**src/rtl/mem_io_bridge_pkg.sv**
```systemverilog
// Shared address map and read-select encoding for the cpu-side memory/I/O bridge.
package mem_io_bridge_pkg;

  localparam logic [17:0] IO_BASE    = 18'h30000;
  localparam logic [2:0]  IO_CNT_OFS = 3'h4;
  localparam logic [17:0] IO_CNT     = IO_BASE + {15'd0, IO_CNT_OFS};

  typedef enum logic [1:0] {
    RD_SEL_RAM  = 2'd0,
    RD_SEL_RX   = 2'd1,
    RD_SEL_CNT  = 2'd2,
    RD_SEL_ZERO = 2'd3
  } rd_sel_e;

endpackage

```
**src/rtl/mem_io_bridge_io_tx_skid.sv**
```systemverilog
// One-entry skid in front of the UART tx FIFO: direct push when possible,
// otherwise park the byte; a parked byte drains before any new write.
module mem_io_bridge_io_tx_skid (
  input  logic       clk_in,
  input  logic       rst_in,
  input  logic       wr_en,
  input  logic [7:0] wr_data,
  input  logic       tx_full,
  output logic       tx_push,
  output logic [7:0] tx_data,
  output logic       io_buffer_full
);

  logic       skid_vld;
  logic [7:0] skid_data;
  logic       drain, direct, take, skid_vld_nxt;

  always_comb begin
    drain        = skid_vld & ~tx_full;
    direct       = wr_en & ~skid_vld & ~tx_full;
    // A write may refill the skid in the same cycle it drains.
    take         = wr_en & ~direct & (~skid_vld | drain);
    skid_vld_nxt = (skid_vld & ~drain) | take;
  end

  always_ff @(posedge clk_in) begin
    if (!rst_in) begin
      tx_push        <= 1'b0;
      tx_data        <= 8'h00;
      skid_vld       <= 1'b0;
      io_buffer_full <= 1'b0;
    end else begin
      tx_push        <= drain | direct;
      if (drain)       tx_data <= skid_data;
      else if (direct) tx_data <= wr_data;
      skid_vld       <= skid_vld_nxt;
      io_buffer_full <= tx_full | skid_vld_nxt;
    end
  end

  always_ff @(posedge clk_in) begin
    if (take) skid_data <= wr_data;
  end

endmodule

```
**src/rtl/mem_io_bridge.sv**
```systemverilog
// CPU byte-bus bridge: RAM/I/O decode, 1-cycle read return, cycle counter,
// UART rx pop and tx push via a skid buffer.
module mem_io_bridge
  import mem_io_bridge_pkg::*;
#(
  parameter int RAM_AW = 17,
  parameter int CNT_W  = 32
) (
  input  logic              clk_in,
  input  logic              rst_in,
  input  logic              rdy_in,
  input  logic [31:0]       cpu_a,
  input  logic [7:0]        cpu_dout,
  input  logic              cpu_wr,
  output logic [7:0]        cpu_din,
  output logic              io_buffer_full,
  output logic [RAM_AW-1:0] ram_a,
  output logic              ram_we,
  output logic [7:0]        ram_wdata,
  input  logic [7:0]        ram_rdata,
  output logic [7:0]        tx_data,
  output logic              tx_push,
  input  logic              tx_full,
  input  logic [7:0]        rx_data,
  input  logic              rx_empty,
  output logic              rx_pop,
  output logic              program_stop
);

  logic [17:0] a18;
  logic        io, at_base, at_cnt0, in_cnt, rd_req;
  logic        tx_wr_en;
  logic [7:0]  tx_wr_data;
  logic        unused_hi;

  logic [CNT_W-1:0] cnt;
  logic [CNT_W-1:0] cnt_snap_p1;
  rd_sel_e          rd_sel_p1;
  logic [1:0]       rd_idx_p1;
  logic [7:0]       rx_byte_p1;

  assign a18       = cpu_a[17:0];
  assign unused_hi = ^cpu_a[31:18];
  assign io        = (cpu_a[17:16] == 2'b11) & rdy_in;
  assign at_base   = (a18 == IO_BASE);
  assign at_cnt0   = (a18 == IO_CNT);
  assign in_cnt    = (a18[17:2] == IO_CNT[17:2]);
  assign rd_req    = rdy_in & ~cpu_wr;

  assign ram_a     = cpu_a[RAM_AW-1:0];
  assign ram_we    = rst_in & cpu_wr & ~io & rdy_in;
  assign ram_wdata = cpu_dout;
  assign rx_pop    = rst_in & io & ~cpu_wr & at_base & ~rx_empty;

  // Writing the stop register also sends a 0x00 marker byte to the UART.
  assign tx_wr_en   = io & cpu_wr & ((at_base & (cpu_dout != 8'h00)) | at_cnt0);
  assign tx_wr_data = at_cnt0 ? 8'h00 : cpu_dout;

  // Stage p1: request-cycle capture of read source, byte index and data
  always_ff @(posedge clk_in) begin
    if (!rst_in) begin
      cnt          <= '0;
      cnt_snap_p1  <= '0;
      rd_sel_p1    <= RD_SEL_RAM;
      rd_idx_p1    <= 2'd0;
      rx_byte_p1   <= 8'h00;
      program_stop <= 1'b0;
    end else begin
      if (!program_stop) cnt <= cnt + CNT_W'(1);
      if (io & cpu_wr & at_cnt0) program_stop <= 1'b1;
      if (rd_req) begin
        rd_idx_p1 <= cpu_a[1:0];
        if (!io) begin
          rd_sel_p1 <= RD_SEL_RAM;
        end else if (at_base && !rx_empty) begin
          rd_sel_p1  <= RD_SEL_RX;
          rx_byte_p1 <= rx_data;
        end else if (in_cnt) begin
          rd_sel_p1 <= RD_SEL_CNT;
          // Byte 0 freezes the snapshot so a 4-byte read is coherent.
          if (cpu_a[1:0] == 2'd0) cnt_snap_p1 <= cnt;
        end else begin
          rd_sel_p1 <= RD_SEL_ZERO;
        end
      end
    end
  end

  always_comb begin
    cpu_din = 8'h00;
    case (rd_sel_p1)
      RD_SEL_RAM: cpu_din = ram_rdata;
      RD_SEL_RX:  cpu_din = rx_byte_p1;
      RD_SEL_CNT: cpu_din = cnt_snap_p1[{rd_idx_p1, 3'b000} +: 8];
      default:    cpu_din = 8'h00;
    endcase
  end

  mem_io_bridge_io_tx_skid u_tx_skid (
    .clk_in         (clk_in),
    .rst_in         (rst_in),
    .wr_en          (tx_wr_en),
    .wr_data        (tx_wr_data),
    .tx_full        (tx_full),
    .tx_push        (tx_push),
    .tx_data        (tx_data),
    .io_buffer_full (io_buffer_full)
  );

endmodule

```
**config.mk**
```make
export PLATFORM = sky130hd
export DESIGN_NAME = mem_io_bridge
export DESIGN_NICKNAME = d
export VERILOG_FILES = /design/src/rtl/mem_io_bridge_pkg.sv /design/src/rtl/mem_io_bridge_io_tx_skid.sv /design/src/rtl/mem_io_bridge.sv
export SDC_FILE = /design/constraint.sdc
export NUM_CORES = 1
export LEC_CHECK = 0
export CORE_UTILIZATION = 26
export DETAILED_ROUTE_END_ITERATION = 10
export PLACE_DENSITY = 0.59
export SLEW_MARGIN = 5
export SYNTH_ARGS = -nofsm -noshare
export SYNTH_HDL_FRONTEND = slang
export SYNTH_HIERARCHICAL = 1
export SYNTH_SLANG_ARGS = --single-unit
export TNS_END_PERCENT = 5
```
**constraint.sdc**
```tcl
create_clock -name clk_in -period 2.44 [get_ports clk_in]
set_input_delay 0.488 -clock clk_in [delete_from_list [all_inputs] [get_ports clk_in]]
set_output_delay 0.488 -clock clk_in [all_outputs]
set_load 0.005 [all_outputs]
```
==> impl_results.md <==
* Fin Clk Skew at 0.0109 ns
* Tcrit/Tclk final at 96.4%
* Largest net degree at the start of global routing at 57
* Switching Share at 23.1%
* Worst setup path class: register to output pin
* Clock Sinks at 96
* Post-layout util at 35.4%
* Num ports at 108
* Crit path buf inv count at 2
* Starting DRT DRC Count at 261
* Hold buffers post-CTS at 0
* Most common cell after layout, fill and taps aside: dfxtp_1
* First-pass GRT wire length at 20500 um
* Final worst path period need at 2.35 ns
* Crit path arrival time at 1.86 ns
* Row count at 49
* Top delay family on crit path: buffers and inverters
* Core Box Area at 18000 um2
* Dpl cells at 837
* P_sw at 0.758 mW
* DR WL/cell at 14.8 um
* Net Count, Synth at 599
* Avg Cell Area, Syn at 8.95 um2
* H-tree level count at 3
* Register area share after synthesis at 41.7%
* Dominant cell type by area after synthesis: dfxtp_1
* Max-slew violations at 0
* Yosys warns at 6
* Startpoint types: register
* GRT Residual Overflow at 0
* Unique masters post-synth at 48
* DRC at 0
* Prevailing post-synth register cell: dfxtp_1
* Die width at 138 um
* Final WL at 12700 um
* Initial Util at 26.6%
* TNS Setup at 0 ns
* GPL Wtd Cong at 0.808
* Clock Power Share at 42.5%
* Clk buf depth at 2
* Share of layout cells above drive strength 1 at 14.7%
* DP HPWL at 9610 um
* Die height at 138 um
* Area share of the largest cell type after synthesis at 36.7%
* Lkg Pwr at 2.26 nW
* Tot Pwr at 3.29 mW
* Vias at 4324
* CP Capture Type: output pin
* Clock Pin Slew Worst Setup and Hold Paths at 0.07 ns
* Final hold slack at 0.461 ns
* RSZ-0062 raised after global routing: no
* Final net count at 683
* Area grow syn2layout at 32.9%
* Internal at 2.53 mW
* P per Cell Area at 515 nW/um2
* Ant diodes at 0
* Fin area at 6380 um2
* Yosys reg bits at 96
* Slowest CP cell: mux4_2
* PortBufs at 93
* Mapped Cells at 536
* Status: finished clean
* Vias in the first global route at 4045
* Ys async rst share at 0%
* Synth area leaders: dfxtp_1, mux2i_1, edfxtp_1, a21oi_1, buf_4
* Inserted Clock Buffers at 9
* Dpl ws at -0.537 ns
* Root Driver: clkbuf_16
* Setup violations, final at 0
* Non-filler cells, final at 854
* Fmax at 425 MHz
* CTS tree: done
* Tot GR Track Use at 13.8%
* WP data required at 1.95 ns
* Commonest cells after routing, fill and taps aside: dfxtp_1, clkdlybuf4s50_1, a21oi_1
* Hold Vio Cnt, Final at 0
* DR vias/cell at 5.06
* Number of synthesized flops with an enable pin at 8
* Tightest Pin Transition at 0.617 ns
* Placed Area at 6030 um2
* TritonRoute pass-1 iters at 5
* Slew HR at 58.5%
* Max-Cap Viols at 0
* CP max FO at 6
* Peak VDD IR at 386 uV
* Critical-path cell list: mux4_2, inv_1, o22ai_1, clkdlybuf4s50_1
* Synth Cell Area at 4800 um2
* Antenna-violating nets left at 0
* CP peak stage delay at 0.51 ns
* Worst min path class: register to register
* Gate power share at 8.7%
* Clock latency on the worst-skew pair at 0.35 ns
* Part of the power in registers at 48.8%
* Setup ws final at 0.0889 ns
* Die Area at 19000 um2
* Initial antenna violation count at 0
state kept, by name, indices dropped and copies added, names as in the netlist:
| register | flops |
|---|---|
| cnt | 32 |
| cnt_snap_p1 | 32 |
| program_stop | 1 |
| rd_idx_p1 | 2 |
| rd_sel_p1 | 2 |
| rx_byte_p1 | 8 |
| u_tx_skid/io_buffer_full | 1 |
| u_tx_skid/skid_data | 8 |
| u_tx_skid/skid_vld | 1 |
| u_tx_skid/tx_data | 8 |
| u_tx_skid/tx_push | 1 |
worst register-to-register path, delay by kind of cell (launching register included):
family,cells,cell delay [ns]
AND/OR/NAND/NOR,3,1.34
flip-flops,1,0.50
AO/OA/AOI/OAI,1,0.15
power by group through the flow:
stage,registers (mW),clock network [mW],logic [mW]
finish,1.60,1.39,0.286
global route,1.60,1.50,0.314
CTS,1.60,1.42,0.287
detailed placement,1.64,0,0.289
global placement,1.64,0,0.285
floorplan,1.64,0,0.125
layer usage:
metal  vias up  track usage, %  part of all wire [%]
li1       2102               -                     -
met1      2056            18.2                    46
met2       153            23.0                    47
met3        13            2.63                   6.0
met4         0            3.14                   1.1
met5         -               0                     0
kinds of logic (layout without fill, tap and decap cells):
kind of cell | Yosys count | count (layout) | synth area share [%]
AO/OA/AOI/OAI | 118 | 118 | 14.2
AND/OR/NAND/NOR | 185 | 185 | 21.8
buffers and inverters | 80 | 169 | 8.53
multiplexers | 45 | 45 | 11.5
adder cells (fa/ha/maj) | 1 | 1 | 0.261
XOR/XNOR | 11 | 11 | 2.01
flip-flops | 96 | 96 | 41.7
Yosys cell counts (all sizes together) (3+ instances only):
library cell	number
mux4	8
nand4	27
nor2b	12
edfxtp	8
nor4	13
clkbuf	30
and2	4
inv	16
or4	10
xor2	6
o31ai	5
mux2i	37
nor3	7
nand3	24
nand2b	10
or3	6
dfxtp	88
nand2	43
o21ai	44
and4	3
a21oi	47
nor2	14
buf	34
xnor2	5
o211ai	8
o22ai	8
cell type report:
class,count,area [um2]
multi-input cells,360,2430
repair buffers,137,1290
well taps,229,287
inverters,16,60.1
clock inverters,5,45.0
flip-flops and latches,96,2010
clock buffers,11,253
fillers,1831,11600
worst paths after layout:
path	from	endpoint	slack, ns	depth (start not counted)
worst min register to register	cnt_snap_p1[19]	cnt_snap_p1[19]	0.46	2
worst max-delay path	rd_idx_p1[1]	cpu_din[6]	0.09	4
worst min-delay path	cnt_snap_p1[19]	cnt_snap_p1[19]	0.46	2
worst max register to register	cnt[17]	cnt[26]	0.38	4
timing repair:
item	4_1_cts	5_1_grt
setup endpoints to repair	10	19
resized for setup	17	10
setup buffers	0	1
pin swaps	1	2
Note: power is estimated with default switching activity, not from simulation.
